--- src/rtl/hnf_mshr_wakeup_sched.sv ---
// hnf_mshr_wakeup_sched: parks MSHR entries that hit an address hazard and
// re-issues them one per handshake, round-robin, once their blocker retires.
// Ports: clk, rst (async, active-high)
//   sleep_valid_sx3/sleep_entry_sx3/hazard_entry_sx3 : hazard sleep request
//   retire_valid_sx1/retire_idx_sx1                  : MSHR retire
//   wake_valid/wake_idx/wake_ready                   : wake handshake
//   sleep_vec, busy, sched_err                       : status
// Optional: define HNF_WAKEUP_CHECK_EN to build the sticky protocol checker.
module hnf_mshr_wakeup_sched #(
    parameter int MSHR_ENTRIES_NUM   = 32,
    parameter int MSHR_ENTRIES_WIDTH = 5
) (
    input  logic                          clk,
    input  logic                          rst,
    input  logic                          sleep_valid_sx3,
    input  logic [MSHR_ENTRIES_NUM-1:0]   sleep_entry_sx3,
    input  logic [MSHR_ENTRIES_NUM-1:0]   hazard_entry_sx3,
    input  logic                          retire_valid_sx1,
    input  logic [MSHR_ENTRIES_WIDTH-1:0] retire_idx_sx1,
    output logic                          wake_valid,
    output logic [MSHR_ENTRIES_WIDTH-1:0] wake_idx,
    input  logic                          wake_ready,
    output logic [MSHR_ENTRIES_NUM-1:0]   sleep_vec,
    output logic                          busy,
    output logic                          sched_err
);
    localparam int N = MSHR_ENTRIES_NUM;
    localparam int W = MSHR_ENTRIES_WIDTH;

    logic [N-1:0] r_asleep;
    logic [N-1:0] r_pend;
    logic [W-1:0] r_dep [N];
    logic         r_wake_valid;
    logic [W-1:0] r_wake_idx;
    logic [W-1:0] r_rr_ptr;

    logic [N-1:0] w_asleep_nxt;
    logic [N-1:0] w_pend_nxt;
    logic [W-1:0] w_dep_nxt [N];
    logic         w_wv_nxt;
    logic [W-1:0] w_wi_nxt;
    logic [W-1:0] w_rr_nxt;
    logic [N-1:0] w_cand;
    logic         w_found;
    logic [W-1:0] w_win;

    // Lowest set bit wins if the vector is not one-hot.
    function automatic logic [W-1:0] f_idx(input logic [N-1:0] v);
        logic [W-1:0] r;
        r = '0;
        for (int i = N - 1; i >= 0; i--)
            if (v[i]) r = W'(i);
        return r;
    endfunction

    logic         w_sleep_ev;
    logic [W-1:0] w_s;
    logic [W-1:0] w_h;
    logic         w_hs;
    logic         w_ret_asleep;
    logic         w_kill;

    assign w_sleep_ev   = sleep_valid_sx3 && (|sleep_entry_sx3) && (|hazard_entry_sx3);
    assign w_s          = f_idx(sleep_entry_sx3);
    assign w_h          = f_idx(hazard_entry_sx3);
    assign w_hs         = r_wake_valid && wake_ready;
    assign w_ret_asleep = retire_valid_sx1 && r_asleep[retire_idx_sx1];
    // Retiring the presented entry withdraws the request.
    assign w_kill       = w_ret_asleep && r_wake_valid && (retire_idx_sx1 == r_wake_idx);

    always_comb begin
        w_asleep_nxt = r_asleep;
        w_pend_nxt   = r_pend;
        w_dep_nxt    = r_dep;
        for (int i = 0; i < N; i++)
            if (retire_valid_sx1 && r_asleep[i] && !r_pend[i] && (r_dep[i] == retire_idx_sx1))
                w_pend_nxt[i] = 1'b1;
        if (w_ret_asleep) begin
            w_asleep_nxt[retire_idx_sx1] = 1'b0;
            w_pend_nxt[retire_idx_sx1]   = 1'b0;
        end
        if (w_hs && r_pend[r_wake_idx]) begin
            w_asleep_nxt[r_wake_idx] = 1'b0;
            w_pend_nxt[r_wake_idx]   = 1'b0;
        end
        // A new sleep overrides everything else on that entry; a blocker
        // retiring in the same cycle sends it straight to PEND.
        if (w_sleep_ev) begin
            w_asleep_nxt[w_s] = 1'b1;
            w_pend_nxt[w_s]   = retire_valid_sx1 && (w_h == retire_idx_sx1);
            w_dep_nxt[w_s]    = w_h;
        end
    end

    // Drop entries leaving PEND this edge so the output never shows a stale one.
    always_comb begin
        w_cand = r_pend;
        if (w_hs)             w_cand = w_cand & ~(N'(1) << r_wake_idx);
        if (retire_valid_sx1) w_cand = w_cand & ~(N'(1) << retire_idx_sx1);
        if (w_sleep_ev)       w_cand = w_cand & ~(N'(1) << w_s);
    end

    always_comb begin
        w_found = 1'b0;
        w_win   = '0;
        for (int k = 0; k < N; k++) begin
            if (!w_found && w_cand[(int'(r_rr_ptr) + k) % N]) begin
                w_found = 1'b1;
                w_win   = W'((int'(r_rr_ptr) + k) % N);
            end
        end
    end

    always_comb begin
        w_wv_nxt = r_wake_valid;
        w_wi_nxt = r_wake_idx;
        w_rr_nxt = r_rr_ptr;
        if (w_kill) begin
            w_wv_nxt = 1'b0;
        end else if (!r_wake_valid || w_hs) begin
            w_wv_nxt = w_found;
            if (w_found) w_wi_nxt = w_win;
        end
        if (w_hs)
            w_rr_nxt = (int'(r_wake_idx) == N - 1) ? '0 : r_wake_idx + 1'b1;
    end

    always_ff @(posedge clk or posedge rst) begin
        if (rst) begin
            r_asleep     <= '0;
            r_pend       <= '0;
            for (int i = 0; i < N; i++) r_dep[i] <= '0;
            r_wake_valid <= 1'b0;
            r_wake_idx   <= '0;
            r_rr_ptr     <= '0;
        end else begin
            r_asleep     <= w_asleep_nxt;
            r_pend       <= w_pend_nxt;
            r_dep        <= w_dep_nxt;
            r_wake_valid <= w_wv_nxt;
            r_wake_idx   <= w_wi_nxt;
            r_rr_ptr     <= w_rr_nxt;
        end
    end

    assign wake_valid = r_wake_valid;
    assign wake_idx   = r_wake_idx;
    assign sleep_vec  = r_asleep;
    assign busy       = |r_asleep;

`ifdef HNF_WAKEUP_CHECK_EN
`ifndef DISPLAY_FATAL
`define DISPLAY_FATAL(MSG) $display("FATAL %s", MSG)
`endif
    function automatic logic f_onehot(input logic [N-1:0] v);
        return (v != '0) && ((v & (v - N'(1))) == '0);
    endfunction

    logic w_e_onehot;
    logic w_e_self;
    logic w_e_resleep;
    logic w_e_retire;
    logic w_e_hold;
    logic r_sched_err;

    assign w_e_onehot  = sleep_valid_sx3 &&
                         (!f_onehot(sleep_entry_sx3) || !f_onehot(hazard_entry_sx3));
    assign w_e_self    = sleep_valid_sx3 && (sleep_entry_sx3 == hazard_entry_sx3);
    assign w_e_resleep = w_sleep_ev && r_asleep[w_s];
    assign w_e_retire  = w_ret_asleep;
    assign w_e_hold    = r_wake_valid && !wake_ready && w_wv_nxt && (w_wi_nxt != r_wake_idx);

    always_ff @(posedge clk or posedge rst) begin
        if (rst) begin
            r_sched_err <= 1'b0;
        end else begin
            if (w_e_onehot)  `DISPLAY_FATAL("wakeup_sched: sleep/hazard not one-hot");
            if (w_e_self)    `DISPLAY_FATAL("wakeup_sched: entry sleeps on itself");
            if (w_e_resleep) `DISPLAY_FATAL("wakeup_sched: sleep on asleep entry");
            if (w_e_retire)  `DISPLAY_FATAL("wakeup_sched: retire of asleep entry");
            if (w_e_hold)    `DISPLAY_FATAL("wakeup_sched: wake_idx changed under hold");
            if (w_e_onehot || w_e_self || w_e_resleep || w_e_retire || w_e_hold)
                r_sched_err <= 1'b1;
        end
    end

    assign sched_err = r_sched_err;
`else
    assign sched_err = 1'b0;
`endif

endmodule

--- config.mk ---
export PLATFORM = sky130hd
export DESIGN_NAME = hnf_mshr_wakeup_sched
export DESIGN_NICKNAME = d
export VERILOG_FILES = /design/src/rtl/hnf_mshr_wakeup_sched.sv
export SDC_FILE = /design/constraint.sdc
export NUM_CORES = 1
export LEC_CHECK = 0
export CELL_PAD_IN_SITES_DETAIL_PLACEMENT = 0
export CELL_PAD_IN_SITES_GLOBAL_PLACEMENT = 1
export CORE_UTILIZATION = 28
export DETAILED_ROUTE_END_ITERATION = 12
export PLACE_DENSITY = 0.67
export SLEW_MARGIN = 15
export SYNTH_ARGS = -nofsm -noshare
export SYNTH_HDL_FRONTEND = slang
export SYNTH_SLANG_ARGS = --single-unit
--- constraint.sdc ---
create_clock -name clk -period 7.7 [get_ports clk]
set_input_delay 1.54 -clock clk [delete_from_list [all_inputs] [get_ports clk]]
set_output_delay 1.54 -clock clk [all_outputs]
set_load 0.01 [all_outputs]
==> results of run 1 <==
## metal layers
layer	GRT usage, %	wire (um)	up-vias	part of all wire, %
met4	12.1	5850	0	5.2
met2	42.9	49200	1370	44
met3	4.35	9560	308	8.5
met1	37.7	47300	12300	42
li1	-	-	11200	-
met5	0	0	-	0
## cell families (layout without fill, tap and decap cells)
| group | Yosys count | count (layout) | synth area share, % |
|---|---|---|---|
| muxes | 80 | 80 | 5.93 |
| other | 1 | 3 | 0.0171 |
| AOI/OAI and AO/OA | 909 | 909 | 29.2 |
| buffers and inverters | 274 | 581 | 4.95 |
| adders and majority gates | 19 | 19 | 1.08 |
| and+or+nand+nor | 1059 | 1059 | 23.9 |
| xor gates and xnor gates | 203 | 203 | 8.11 |
| DFF | 235 | 235 | 26.8 |
## final timing paths
| check | start | endpoint | slack, ns | depth (start not counted) |
|---|---|---|---|---|
| min in group asynchronous | rst | r_dep[54] | 1.50 | 2 |
| max in group asynchronous | rst | r_dep[132] | 5.13 | 3 |
| max reg2reg | r_rr_ptr[2] | wake_idx[0] | 1.33 | 19 |
| max | sleep_entry_sx3[31] | wake_idx[3] | 0.24 | 22 |
| min reg2reg | r_dep[145] | r_dep[145] | 0.48 | 2 |
| min | r_dep[145] | r_dep[145] | 0.48 | 2 |
## sequential cells by signal, indices dropped and copies added, names as in the netlist
name / cells
r_dep: 160
r_pend: 32
r_rr_ptr: 5
sleep_vec: 32
wake_idx: 5
wake_valid: 1
## what timing repair did
| action | CTS | global route |
|---|---|---|
| endpoints found under the setup margin | 0 | 5 |
| gates resized for setup | 0 | 2 |
| hold buffers | 0 | 0 |
## through the flow
step	total power [mW]	utilization, %
detailed placement	10.9	34.1
finish	12.6	35.2
floorplan	6.61	-
global placement	11.0	34.1
CTS	12.2	35.2
global route	13.0	35.2
## worst min-delay path: cells and delay by family (launching register included)
kind,cells,cell delay (ns)
simple gates,1,0.05
compound gates,1,0.06
flops,1,0.34
## cell type report
cell class | count | area share (%)
timing repair buffer | 487 | 14.6
tap | 1040 | 4.77
antenna | 2 | 0.0183
inverter | 49 | 0.688
sequential | 235 | 21.6
multi-input combinational | 2271 | 55.2
clock inverter | 11 | 0.495
clock buffer | 34 | 2.60
## where the power goes
group / internal, mW / switching, mW
clock network: 0.719 / 0.546
logic: 3.54 / 6.28
registers: 1.32 / 0.161
total: 5.58 / 6.99
## cell usage after synthesis (all sizes together) (39+ instances only)
cell type	count
nand2	413
o21ai	273
dfrtp	235
clkbuf	169
nand3	131
nor2	130
xnor2	111
a21oi	92
xor2	92
nor3	86
nor4	68
a22oi	61
buf	56
inv	45
nand4	42
a31oi	41
o211ai	41
and3	40
a211oi	39
## placed cells by master (no fill, tap or decap), types with 30 or more instances in the layout
cell type	count
buf_4	368
nor3_1	82
nand4_1	42
xnor2_1	107
mux4_2	38
a22oi_1	60
a21oi_1	89
o31ai_1	30
and3_1	40
clkdlybuf4s50_1	107
a31oi_1	41
nor4_1	62
xor2_1	91
o21ai_0	263
inv_1	43
dfrtp_1	233
nand2_1	413
o211ai_1	41
nand3_1	127
nor2_1	130
a211oi_1	37
==> flow_metrics.py, run 1 <==
metrics = {
    "drt": {
        "vias": 25100,
        "post_drt_wl_per_cell_um": 27.1,
        "firstDrtPassIters": 6,
        "drc_errors": 0,
        "viasPerCell": 6.08,
        "finalWirelength_um": 112000,
        "drt-initial-drc-count": 3065,
        "detail-route-antenna-nets": 0,
    },
    "yosys": {
        "synth_top_area_cell": "dfrtp_1",
        "synth_top_cell_area_share_pct": 26.8,
        "synth_area_leaders": "dfrtp_1 27%, nand2_1 7.1%, o21ai_0 6.0%",
        "syn_nets": 2873,
        "synth_edf_count": 0,
        "synth-seq-area-share_pct": 26.8,
        "syn_inst": 2780,
        "ys_ff_latch": 235,
        "synth.avg_cell_area_um2": 7.89,
        "mappedNetlistArea_mm2": 0.0219,
        "yosysWarnings": 0,
        "ys.flop_type": "dfrtp_1",
        "async_flop_share_pct": 100,
        "yosysUniqueCellTypes": 112,
    },
    "grt": {
        "grt_pass1_vias": 23500,
        "grt_pass1_wl_um": 164000,
        "antenna_found_initial": 2,
        "grt.overflow.total": 0,
        "grt.total_usage_pct": 27.6,
        "grt_max_degree": 111,
    },
    "critical_path": {
        "cp_common_cell": "buf_4",
        "crit_type": "in2reg",
        "critPathCaptureType": "flip-flop",
        "path_cells": "clkdlybuf4s50_1 > nor2b_1 > o311a_1 > o41a_1 > buf_4 > o31ai_4 > nand3_1 > nand4_1 > nor4b_2 > buf_4 > nand4_1 > a31oi_1 > buf_4 > or4b_1 > or3_1 > buf_4 > or3_1 > nor3b_1 > a211o_1 > a22oi_1 > o21ai_1 > o21ai_1",
        "cp_slowest_stage_delay_ns": 0.68,
        "cpLargestDelayFamily": "simple AND/OR/NAND/NOR gates",
        "slowest_stage": "o31ai_4",
        "startpoint_type": "input port",
        "critPathMaxFanout": 11,
        "arrival_ns": 7.89,
        "cp_num_buf_inv": 5,
        "required_ns": 8.14,
    },
    "placed_design": {
        "hpwl_um": 86300,
        "dp_worst_setup_slack_ns": -0.390,
        "io_buffers": 112,
        "placed_area_mm2": 0.0264,
        "dp.cells": 4082,
        "place_congestion": 1.03,
    },
    "clock_tree": {
        "cts_max_path_buffers": 3,
        "cts_setup_buffers": 0,
        "cts-root-buf": "clkbuf_16",
        "clk_pin_slew_ns": 0.06,
        "clk_latency_ns": 0.56,
        "cts_max_level": 1,
        "cts_tree": "built",
        "cts.sinks": 235,
        "numCtsBuffers": 25,
    },
    "sta": {
        "final_max_slew_viol_count": 0,
        "fin_crit_sh_pct": 96.8,
        "worst_pin_slew_ns": 1.19,
        "setup-tns-final_ns": 0,
        "worst_slack_ns": 0.244,
        "skew_ns": 0.0164,
        "finalHoldViolCount": 0,
        "grt_setup_unrepaired": "no",
        "period_needed_ns": 7.46,
        "max_freq_mhz": 134,
        "final-setup-viol-count": 0,
        "max_slew_margin_pct": 20.2,
        "whs_ns": 0.481,
    },
    "cells_and_area": {
        "layout-drive-gt1-share_pct": 17.8,
        "fin_nets": 3162,
        "fillers": 8263,
        "stdcell_area_mm2": 0.0273,
        "fin_cells": 4129,
        "seq_area_mm2": 0.00588,
        "multi_input_area_mm2": 0.0151,
        "area_delta_synth_final_pct": 24.4,
    },
    "worst_hold_path": {
        "hp-class": "reg2reg",
    },
    "power_and_ir_drop": {
        "power.density_mw_per_mm2": 460,
        "ir_drop_uv": 302,
        "leakagePower_nw": 11.0,
    },
    "floorplanning": {
        "start_util_pct": 28.3,
        "rows": 102,
        "coreArea_mm2": 0.0775,
        "die_area_mm2": 0.0795,
        "ioPinCount": 114,
        "fp.dieW_um": 282,
        "die_height_um": 282,
    },
    "run_status": {
        "run_status": "completed",
    },
    "flow_run": {
        "maxCapViolCount": 0,
    },
}
Power figures use the tool's default switching activity.
==> run 2, diff against run 1 <==
--- a/config.mk
+++ b/config.mk
@@ -7,9 +7,11 @@
 export LEC_CHECK = 0
 export CELL_PAD_IN_SITES_DETAIL_PLACEMENT = 0
 export CELL_PAD_IN_SITES_GLOBAL_PLACEMENT = 1
-export CORE_UTILIZATION = 28
+export CORE_UTILIZATION = 42
+export CTS_BUF_LIST = sky130_fd_sc_hd__clkbuf_8 sky130_fd_sc_hd__clkbuf_16
+export CTS_CLUSTER_SIZE = 30
 export DETAILED_ROUTE_END_ITERATION = 12
-export PLACE_DENSITY = 0.67
+export PLACE_DENSITY = 0.89
 export SLEW_MARGIN = 15
 export SYNTH_ARGS = -nofsm -noshare
 export SYNTH_HDL_FRONTEND = slang
==> flow_metrics.py, run 2 (same netlist as run 1, synthesis figures left out) <==
metrics = {
    "cells_and_area": {
        "most-common-layout-cells": "413 x nand2_1, 410 x buf_4, 263 x o21ai_0",
        "largest-register": "r_dep",
        "fin_util_pct": 52.6,
        "fin_cells": 3803,
        "layout-drive-gt1-share_pct": 18.6,
        "area_delta_synth_final_pct": 23.3,
        "fin_nets": 3203,
        "final_common_cell": "nand2_1",
        "largest_reg_flops": 160,
    },
    "worst_hold_path": {
        "holdPathStages": 2,
        "holdPathEnd": "r_dep[105]",
        "min_from": "r_dep[105]",
        "hp-class": "reg2reg",
    },
    "drt": {
        "vias": 26100,
        "finalWirelength_um": 115000,
        "firstDrtPassIters": 7,
        "detail-route-antenna-nets": 0,
        "drc_errors": 0,
        "drt-initial-drc-count": 3653,
        "viasPerCell": 6.87,
        "post_drt_wl_per_cell_um": 30.4,
    },
    "sta": {
        "max_freq_mhz": 134,
        "final-setup-viol-count": 0,
        "period_needed_ns": 7.45,
        "skew_ns": 0.0128,
        "final_max_slew_viol_count": 0,
        "grt_setup_unrepaired": "no",
        "setup-tns-final_ns": 0,
        "whs_ns": 0.496,
        "max_slew_margin_pct": 6.42,
        "fin_crit_sh_pct": 96.7,
        "finalHoldViolCount": 0,
        "worst_pin_slew_ns": 1.39,
    },
    "power_and_ir_drop": {
        "power_mw": 12.6,
        "ir_drop_uv": 330,
        "power.density_mw_per_mm2": 467,
        "leakagePower_nw": 11.1,
    },
    "placed_design": {
        "place_congestion": 1.08,
        "io_buffers": 112,
        "hpwl_um": 89300,
        "dp.cells": 3765,
    },
    "clock_tree": {
        "ctsHoldBuffers": 0,
        "cts_max_level": 1,
        "numCtsBuffers": 23,
        "clk_latency_ns": 0.53,
        "clk_pin_slew_ns": 0.06,
        "cts.sinks": 235,
        "cts_resized": 0,
        "cts_max_path_buffers": 3,
        "cts_setup_buffers": 0,
        "cts_tree": "built",
        "cts-root-buf": "clkbuf_16",
    },
    "grt": {
        "grt_pass1_wl_um": 168000,
        "grt.total_usage_pct": 42.5,
        "grt.overflow.total": 0,
        "grt_pass1_vias": 24400,
        "grt_max_degree": 176,
        "antenna_found_initial": 0,
    },
    "critical_path": {
        "r2r_cells": 17,
        "startpoint_type": "input port",
        "critPathCaptureType": "flip-flop",
        "arrival_ns": 7.89,
        "r2r_start": "r_rr_ptr[2]",
        "critPathMaxFanout": 5,
        "crit_type": "in2reg",
        "required_ns": 8.14,
        "r2r_setup_slack_ns": 0.93,
        "worstReg2RegEnd": "wake_idx[1]",
    },
    "floorplanning": {
        "fp.dieW_um": 231,
        "ioPinCount": 114,
        "rows": 83,
        "coreArea_mm2": 0.0514,
        "die_height_um": 231,
        "start_util_pct": 42.7,
        "die_area_mm2": 0.0531,
    },
    "flow_run": {
        "maxCapViolCount": 0,
    },
    "run_status": {
        "run_status": "completed",
    },
}
[run 2: changes by cell type in the layout (fill, tap and decap cells not counted), sizes merged]
| cell | before | now |
|---|---|---|
| buf | 380 | 423 |
| bufinv | 2 | 1 |
| clkbuf | 34 | 25 |
| clkinv | 7 | 8 |
| clkinvlp | 4 | 1 |
| diode | 2 | 1 |
| inv | 47 | 51 |
[run 2: layer usage]
metal  global-route usage [%]  part of all wire, %  vias up  wire length [um]
met1                     56.9                   40    12700             45900
met3                     9.83                   11      353             13000
li1                         -                    -    11200                 -
met2                     64.0                   43     1836             49300
met5                        0                    0        -                 0
met4                     21.4                  6.3        0              7230
[run 2: metrics by stage]
step / area [um^2] / worst slack [ns]
floorplan: 21900 / 0.826
global placement: 26300 / -0.216
detailed placement: 26300 / -0.189
CTS: 27000 / 0.330
global route: 27000 / 0.0305
finish: 27000 / 0.251
[run 2: worst max path at each step]
stage	start	to	slack, ns	cells past startpoint
3_5_place_dp	sleep_entry_sx3[10]	wake_idx[4]	-0.19	23
4_1_cts	sleep_entry_sx3[6]	wake_idx[4]	0.33	23
2_1_floorplan	r_rr_ptr[1]	wake_idx[1]	0.83	25
3_3_place_gp	sleep_entry_sx3[16]	wake_idx[4]	-0.22	20
6_report	sleep_entry_sx3[29]	wake_idx[1]	0.25	20
5_1_grt	sleep_entry_sx3[16]	wake_idx[1]	0.03	22
[run 2: final cells by class]
| class | count | area, um^2 |
|---|---|---|
| fill | 4955 | 24400 |
| multi-input combinational | 2271 | 15100 |
| sequential | 235 | 5880 |
| timing repair buffer | 530 | 4330 |
| tap | 680 | 851 |
| clock buffer | 25 | 603 |
| inverter | 49 | 188 |
| clock inverter | 12 | 82.6 |
| antenna | 1 | 2.50 |
[run 2: worst max-delay path, cell delays in order]
cell	delay (ns)
clkdlybuf4s50_1	0.43
buf_4	0.16
nor4_1	0.51
o211a_1	0.27
o21ai_1	0.16
a211o_1	0.45
o31a_1	0.35
buf_4	0.19
mux2i_1	0.14
o22ai_1	0.17
o311ai_0	1.19
o311a_1	0.35
and4_1	0.26
nand3_2	0.08
or3_1	0.34
o221a_1	0.25
a2111oi_0	0.49
a21oi_1	0.17
or2_1	0.25
a21oi_1	0.13
[run 2: power breakdown]
| part | switching, mW | total, mW | internal (mW) | leakage (nW) |
|---|---|---|---|---|
| combinational | 6.45 | 10.1 | 3.63 | 7.59 |
| sequential | 0.154 | 1.47 | 1.32 | 3.18 |
| clock | 0.485 | 1.08 | 0.593 | 0.363 |
